`config.mk`:
```
export PLATFORM = sky130hd
export DESIGN_NAME = forth_io_port
export DESIGN_NICKNAME = d
export VERILOG_FILES = /design/src/rtl/forth_io_pkg.sv /design/src/rtl/forth_io_fifo.sv /design/src/rtl/forth_io_port.sv
export SDC_FILE = /design/constraint.sdc
export NUM_CORES = 1
export LEC_CHECK = 0
export ABC_AREA = 1
export BUFFER_PORTS_ARGS = -buffer_cell sky130_fd_sc_hd__buf_2
export CAP_MARGIN = 20
export CORE_ASPECT_RATIO = 2
export CORE_MARGIN = 2
export CORE_UTILIZATION = 35
export DETAILED_ROUTE_END_ITERATION = 10
export PLACE_DENSITY = 0.5
export SLEW_MARGIN = 20
export SYNTH_ARGS = -nofsm -noshare
export SYNTH_HDL_FRONTEND = slang
export SYNTH_SLANG_ARGS = --single-unit
```
`constraint.sdc`:
```
create_clock -name sys_clk_i -period 2.88 [get_ports sys_clk_i]
set_input_delay 0.864 -clock sys_clk_i [delete_from_list [all_inputs] [get_ports sys_clk_i]]
set_output_delay 0.864 -clock sys_clk_i [all_outputs]
set_load 0.01 [all_outputs]
```
`src/rtl/forth_io_pkg.sv`:
```
// Shared constants for the Forth core I/O port:
// register offsets, STATUS/CTRL bit positions, reset values.
package forth_io_pkg;

  localparam logic [2:0] REG_DATA   = 3'd0;
  localparam logic [2:0] REG_STATUS = 3'd1;
  localparam logic [2:0] REG_CTRL   = 3'd2;
  localparam logic [2:0] REG_TIMER  = 3'd3;
  localparam logic [2:0] REG_TCMP   = 3'd4;
  localparam logic [2:0] REG_LAST   = 3'd4;

  localparam int ST_RX_EMPTY = 0;
  localparam int ST_RX_FULL  = 1;
  localparam int ST_TX_EMPTY = 2;
  localparam int ST_TX_FULL  = 3;
  localparam int ST_TX_OVF   = 4;
  localparam int ST_RX_UNF   = 5;
  localparam int ST_TMR_HIT  = 6;

  localparam int CT_TMR_EN  = 0;
  localparam int CT_IE_OVF  = 1;
  localparam int CT_IE_UNF  = 2;
  localparam int CT_IE_TMR  = 3;
  localparam int CT_IE_RXNE = 4;
  localparam int CTRL_W     = 5;

  localparam logic [15:0] TCMP_RST = 16'hFFFF;

endpackage

```
`src/rtl/forth_io_fifo.sv`:
```
// Synchronous first-word-fall-through FIFO.
// Push and pop may coincide at any occupancy.
module forth_io_fifo #(
  parameter int DW = 16,
  parameter int AW = 3
) (
  input  logic          i_clk,
  input  logic          i_rst_n,
  input  logic          i_push,
  input  logic [DW-1:0] i_wdata,
  input  logic          i_pop,
  output logic [DW-1:0] o_rdata,
  output logic          o_full,
  output logic          o_empty
);

  logic [DW-1:0] r_mem [0:(2**AW)-1];
  logic [AW:0]   r_wptr;
  logic [AW:0]   r_rptr;
  logic          w_pop;
  logic          w_push;

  assign o_empty = (r_wptr == r_rptr);
  assign o_full  = (r_wptr[AW] != r_rptr[AW]) &&
                   (r_wptr[AW-1:0] == r_rptr[AW-1:0]);

  // a pop frees the slot a same-cycle push needs when full
  assign w_pop  = i_pop & ~o_empty;
  assign w_push = i_push & (~o_full | w_pop);

  assign o_rdata = o_empty ? '0 : r_mem[r_rptr[AW-1:0]];

  always_ff @(posedge i_clk or negedge i_rst_n) begin
    if (!i_rst_n) begin
      r_wptr <= '0;
      r_rptr <= '0;
    end else begin
      if (w_push) r_wptr <= r_wptr + 1'b1;
      if (w_pop)  r_rptr <= r_rptr + 1'b1;
    end
  end

  always_ff @(posedge i_clk) begin
    if (w_push) r_mem[r_wptr[AW-1:0]] <= i_wdata;
  end

endmodule

```
`src/rtl/forth_io_port.sv`:
```
// Memory-mapped I/O port for the Forth core: TX/RX FIFOs,
// status/control registers, compare timer and level interrupt.
module forth_io_port
  import forth_io_pkg::*;
#(
  parameter logic [15:0] BASE_ADDR = 16'hFF00,
  parameter int          DW        = 16,
  parameter int          FIFO_AW   = 3
) (
  input  logic          sys_clk_i,
  input  logic          sys_rst_i,
  input  logic [15:0]   io_addr,
  input  logic [DW-1:0] io_dout,
  input  logic          io_rd,
  input  logic          io_wr,
  output logic [DW-1:0] io_din,
  output logic [DW-1:0] tx_data_o,
  output logic          tx_valid_o,
  input  logic          tx_ready_i,
  input  logic [DW-1:0] rx_data_i,
  input  logic          rx_valid_i,
  output logic          rx_ready_o,
  output logic          irq_o
);

  logic [15:0]       w_off;
  logic              w_hit;
  logic              w_wr;
  logic              w_rd;
  logic              w_sel_data;
  logic              w_sel_stat;
  logic              w_sel_ctrl;
  logic              w_sel_tmr;
  logic              w_sel_tcmp;
  logic              w_tx_full;
  logic              w_tx_empty;
  logic              w_tx_push;
  logic              w_tx_pop;
  logic              w_rx_full;
  logic              w_rx_empty;
  logic              w_rx_pop;
  logic              w_rx_push;
  logic [DW-1:0]     w_rx_head;
  logic [DW-1:0]     w_rdata;
  logic [2:0]        w_clr;
  logic              w_ovf_set;
  logic              w_unf_set;
  logic              w_hit_set;
  logic [DW-1:0]     r_io_din;
  logic [CTRL_W-1:0] r_ctrl;
  logic [15:0]       r_timer;
  logic [15:0]       r_tcmp;
  logic              r_tx_ovf;
  logic              r_rx_unf;
  logic              r_tmr_hit;
  logic              r_irq;

  assign w_off = io_addr - BASE_ADDR;
  assign w_hit = (w_off <= {13'd0, REG_LAST});

  assign w_sel_data = w_hit && (w_off[2:0] == REG_DATA);
  assign w_sel_stat = w_hit && (w_off[2:0] == REG_STATUS);
  assign w_sel_ctrl = w_hit && (w_off[2:0] == REG_CTRL);
  assign w_sel_tmr  = w_hit && (w_off[2:0] == REG_TIMER);
  assign w_sel_tcmp = w_hit && (w_off[2:0] == REG_TCMP);

  // a read colliding with a write is dropped entirely
  assign w_wr = io_wr;
  assign w_rd = io_rd & ~io_wr;

  assign w_tx_pop  = tx_valid_o & tx_ready_i;
  assign w_tx_push = w_wr & w_sel_data;
  assign tx_valid_o = ~w_tx_empty;

  assign w_rx_pop   = w_rd & w_sel_data & ~w_rx_empty;
  assign rx_ready_o = ~w_rx_full | w_rx_pop;
  assign w_rx_push  = rx_valid_i & rx_ready_o;

  assign w_ovf_set = w_tx_push & w_tx_full & ~w_tx_pop;
  assign w_unf_set = w_rd & w_sel_data & w_rx_empty;
  assign w_hit_set = (r_timer == r_tcmp);
  assign w_clr     = (w_wr & w_sel_stat) ? io_dout[6:4] : 3'b000;

  forth_io_fifo #(.DW(DW), .AW(FIFO_AW)) u_tx_fifo (
    .i_clk   (sys_clk_i),
    .i_rst_n (sys_rst_i),
    .i_push  (w_tx_push),
    .i_wdata (io_dout),
    .i_pop   (w_tx_pop),
    .o_rdata (tx_data_o),
    .o_full  (w_tx_full),
    .o_empty (w_tx_empty)
  );

  forth_io_fifo #(.DW(DW), .AW(FIFO_AW)) u_rx_fifo (
    .i_clk   (sys_clk_i),
    .i_rst_n (sys_rst_i),
    .i_push  (w_rx_push),
    .i_wdata (rx_data_i),
    .i_pop   (w_rx_pop),
    .o_rdata (w_rx_head),
    .o_full  (w_rx_full),
    .o_empty (w_rx_empty)
  );

  always_comb begin
    w_rdata = '0;
    unique case (1'b1)
      w_sel_data: w_rdata = w_rx_head;
      w_sel_stat: begin
        w_rdata[ST_RX_EMPTY] = w_rx_empty;
        w_rdata[ST_RX_FULL]  = w_rx_full;
        w_rdata[ST_TX_EMPTY] = w_tx_empty;
        w_rdata[ST_TX_FULL]  = w_tx_full;
        w_rdata[ST_TX_OVF]   = r_tx_ovf;
        w_rdata[ST_RX_UNF]   = r_rx_unf;
        w_rdata[ST_TMR_HIT]  = r_tmr_hit;
      end
      w_sel_ctrl: w_rdata[CTRL_W-1:0] = r_ctrl;
      w_sel_tmr:  w_rdata[15:0] = r_timer;
      w_sel_tcmp: w_rdata[15:0] = r_tcmp;
      default:    w_rdata = '0;
    endcase
  end

  always_ff @(posedge sys_clk_i or negedge sys_rst_i) begin
    if (!sys_rst_i) begin
      r_io_din  <= '0;
      r_ctrl    <= '0;
      r_timer   <= '0;
      r_tcmp    <= TCMP_RST;
      r_tx_ovf  <= 1'b0;
      r_rx_unf  <= 1'b0;
      r_tmr_hit <= 1'b0;
      r_irq     <= 1'b0;
    end else begin
      if (w_rd) r_io_din <= w_rdata;
      if (w_wr & w_sel_ctrl) r_ctrl <= io_dout[CTRL_W-1:0];
      if (w_wr & w_sel_tcmp) r_tcmp <= io_dout[15:0];
      if (w_wr & w_sel_tmr)
        r_timer <= io_dout[15:0];
      else if (r_ctrl[CT_TMR_EN])
        r_timer <= r_timer + 16'd1;
      // set beats a same-cycle clear
      r_tx_ovf  <= w_ovf_set | (r_tx_ovf  & ~w_clr[0]);
      r_rx_unf  <= w_unf_set | (r_rx_unf  & ~w_clr[1]);
      r_tmr_hit <= w_hit_set | (r_tmr_hit & ~w_clr[2]);
      r_irq <= (r_tx_ovf  & r_ctrl[CT_IE_OVF]) |
               (r_rx_unf  & r_ctrl[CT_IE_UNF]) |
               (r_tmr_hit & r_ctrl[CT_IE_TMR]) |
               (~w_rx_empty & r_ctrl[CT_IE_RXNE]);
    end
  end

  assign io_din = r_io_din;
  assign irq_o  = r_irq;

endmodule

```
==> flow_summary.json <==
{
  "muxShareOfSynthArea_pct": 0,
  "max_slew_margin_pct": 57.8,
  "endpoint_kind": "output pin",
  "worstMarginPinSlew_ns": 0.634,
  "die_h_um": 289,
  "startpoint_type": "register",
  "initial_utilization_pct": 35.5,
  "seqCellArea_sq_um": 9540,
  "vias": 9950,
  "tns_ns": -1.99,
  "crit_arrival_ns": 2.17,
  "fillerInstances": 3862,
  "finalHoldViolations": 0,
  "multi_input_area_sq_um": 4160,
  "die_area_sq_um": 42500,
  "critPathRequiredTime_ns": 2.02,
  "synthAdderAreaFrac_pct": 0.439,
  "wl_per_cell_um": 19.4,
  "clock_latency_ns": 0.58,
  "synth_compound_area_share_pct": 10.8,
  "drv_slew": 0,
  "drt-pass1-iter-count": 5,
  "drt_iter0_markers": 388,
  "syn_nets": 1393,
  "place_ws_ns": -0.0370,
  "worst-path-max-fanout": 5,
  "clock_sinks": 329,
  "port_buffers": 88,
  "path_cells": "xor2_1 > nor2_1 > nand2_1 > nor2_4 > clkinvlp_4 > o21ai_0 > a31oi_1 > buf_2",
  "instances_no_fill": 2020,
  "ys_ff_latch": 329,
  "gr-total-overflow": 0,
  "drt_drc_violations_left": 0,
  "violations": "negative setup slack",
  "drv_cap": 0,
  "grt_pass1_wl_um": 60500,
  "dieWidth_um": 147,
  "h-tree-depth": 1,
  "clkSlewWorstSetupHoldPaths_ns": 0.07,
  "grt_setup_unrepaired": "yes",
  "hold_path_class": "in2async",
  "gp_congestion": 0.898,
  "setup_viol": 16,
  "drive_gt1_share_pct": 18.5,
  "boundaryPins": 89,
  "syn_area_per_cell_sq_um": 10.7,
  "avgViaCountPerCell": 4.93,
  "area_delta_synth_final_pct": 19.5,
  "drtAntennaViolNets": 0,
  "period_needed_ns": 3.03,
  "yosysWarnings": 0,
  "netlist_area_sq_um": 14300,
  "irDropWorstVdd_mv": 0.594,
  "async_flop_share_pct": 22.2,
  "p_per_area_nw_per_um2": 729,
  "ys_types": 35,
  "skew_ns": 0.0146,
  "synthXorXnorAreaFrac_pct": 2.09,
  "cts_root_buf": "clkbuf_16",
  "antenna_found_initial": 0,
  "clock.fmax_mhz": 330,
  "hpwl_um": 29000,
  "place_inst": 1954,
  "ys_dominant_reg_cell": "edfxtp_1",
  "synth_top_family_by_area": "simple AND/OR/NAND/NOR gates",
  "rows": 104,
  "critPathKind": "reg2out",
  "setup_slack_ns": -0.152,
  "synth.largest_area_cell": "edfxtp_1",
  "diodes": 0,
  "core_area_sq_um": 40200,
  "p_leak_uw": 0.00652,
  "yosysSeqAreaShare_pct": 66.9,
  "nets": 1524,
  "grt_max_degree": 66,
  "synth_area_leaders": "edfxtp_1 (54%), dfrtp_1 (10%), o21ai_0 (6.6%)",
  "synth_top_area_share_pct": 53.9,
  "slowest_delay_ns": 0.46,
  "grt_use_total_pct": 18.7,
  "synth-edff-count": 256,
  "clockBufferDepth": 3,
  "routed_wl_um": 39300,
  "synth_cells": 1334,
  "cpMaxStageDelayCell": "dfrtp_2",
  "cts_buffers": 31,
  "synth-simple-area-share_pct": 15.5,
  "grt_pass1_vias": 10402,
  "fin_crit_sh_pct": 105,
  "outcome": "finished, violations left",
  "cts_tree": "yes"
}
-- registers in the layout, summed over array words and instances, names as in the netlist --
name              cells
r_tx_ovf              1
u_rx_fifo.r_wptr      4
r_timer              16
r_ctrl                5
u_tx_fifo.r_mem     128
irq_o                 1
u_tx_fifo.r_wptr      4
r_rx_unf              1
u_rx_fifo.r_rptr      4
r_tcmp               16
u_rx_fifo.r_mem     128
u_tx_fifo.r_rptr      4
r_tmr_hit             1
io_din               16
-- layer usage --
metal	part of all wire, %	GRT usage (%)	vias up
met5	0	0	-
met4	4.9	9.49	0
met3	3.0	1.97	82
met2	56	37.3	213
met1	36	18.9	4761
li1	-	-	4894
-- power breakdown --
group,switching [uW],internal (uW),leakage (uW)
clock,1770,2450,0.000513
sequential,112,5400,0.00321
combinational,1660,1020,0.00280
-- kinds of logic (layout without fill, tap and decap cells) --
group           count (synthesis)  in the layout
flops                         329            329
buf+inv                       144            300
compound gates                277            277
fa+ha+maj                       5              5
simple gates                  545            545
xor+xnor                       34             34
-- synthesized netlist by cell type, drive strengths merged, types with 7 or more instances --
library cell	count
xor2	30
a21oi	7
edfxtp	256
buf	33
o21ai	201
clkbuf	31
inv	80
nand2	215
nor2	251
nand3	55
o22ai	27
dfrtp	57
dfstp	16
o221ai	10
a31oi	17
nor3	8
nand4	14
o211ai	11
-- layout by cell type, fill, tap and decap left out, types with 16 or more instances in the layout --
cell | Yosys | layout
a31oi_1 | 17 | 17
buf_12 | 0 | 22
buf_2 | 24 | 86
buf_4 | 4 | 47
clkbuf_16 | 0 | 31
dfrtp_1 | 57 | 50
dfstp_2 | 16 | 16
edfxtp_1 | 256 | 256
inv_1 | 75 | 73
nand2_1 | 209 | 208
nand3_1 | 52 | 52
nor2_1 | 249 | 237
o21ai_0 | 188 | 183
o22ai_1 | 27 | 26
xor2_1 | 30 | 30
-- path summary, 6_finish.rpt --
check / from / to / slack, ns / cells after the start
max: u_tx_fifo.r_rptr[0] / tx_data_o[12] / -0.15 / 8
min reg2reg: io_din[5] / io_din[5] / 0.48 / 2
min: sys_rst_i / u_tx_fifo.r_rptr[3] / 0.30 / 1
min in group sys_clk_i: io_din[5] / io_din[5] / 0.48 / 2
max reg2reg: u_rx_fifo.r_rptr[0] / io_din[2] / 0.68 / 13
max in group asynchronous: sys_rst_i / r_tcmp[8] / 1.88 / 2
-- worst max-delay path: cells and delay by family, from the launching register on --
kind | cells | cell delay, ns
flops | 1 | 0.46
compound gates | 2 | 0.19
simple gates | 3 | 0.43
xor+xnor | 1 | 0.16
buf+inv | 2 | 0.36
-- timing repair --
| action | 4_1_cts | 5_1_grt |
|---|---|---|
| resized for setup | 14 | 15 |
| cloned | 1 | 0 |
| endpoints found under the setup margin | 18 | 18 |
| hold buffers | 0 | 0 |
| pin swaps | 3 | 4 |
| buffers inserted | 5 | 2 |
-- final cells by class --
type / count / share of cell area, %
Clock inverter: 17 / 1.19
Sequential cell: 329 / 56.0
Inverter: 80 / 1.87
Multi-Input combinational cell: 861 / 24.4
Timing Repair Buffer: 161 / 7.58
Clock buffer: 41 / 5.01
Tap cell: 530 / 3.89
Timing Repair inverter: 1 / 0.0441
-- metrics by stage --
stage               cell area [sq um]  power, uW  utilization, %  hold WS [ns]
finish                          17000      12400            42.4         0.303
global route                    17000      13100            42.4         0.332
CTS                             17000      12500            42.3         0.306
detailed placement              15900       8210            39.4         0.465
global placement                15900       8180            39.4         0.467
floorplan                       14300       7050               -         0.456
(Power assumes the default switching activity.)
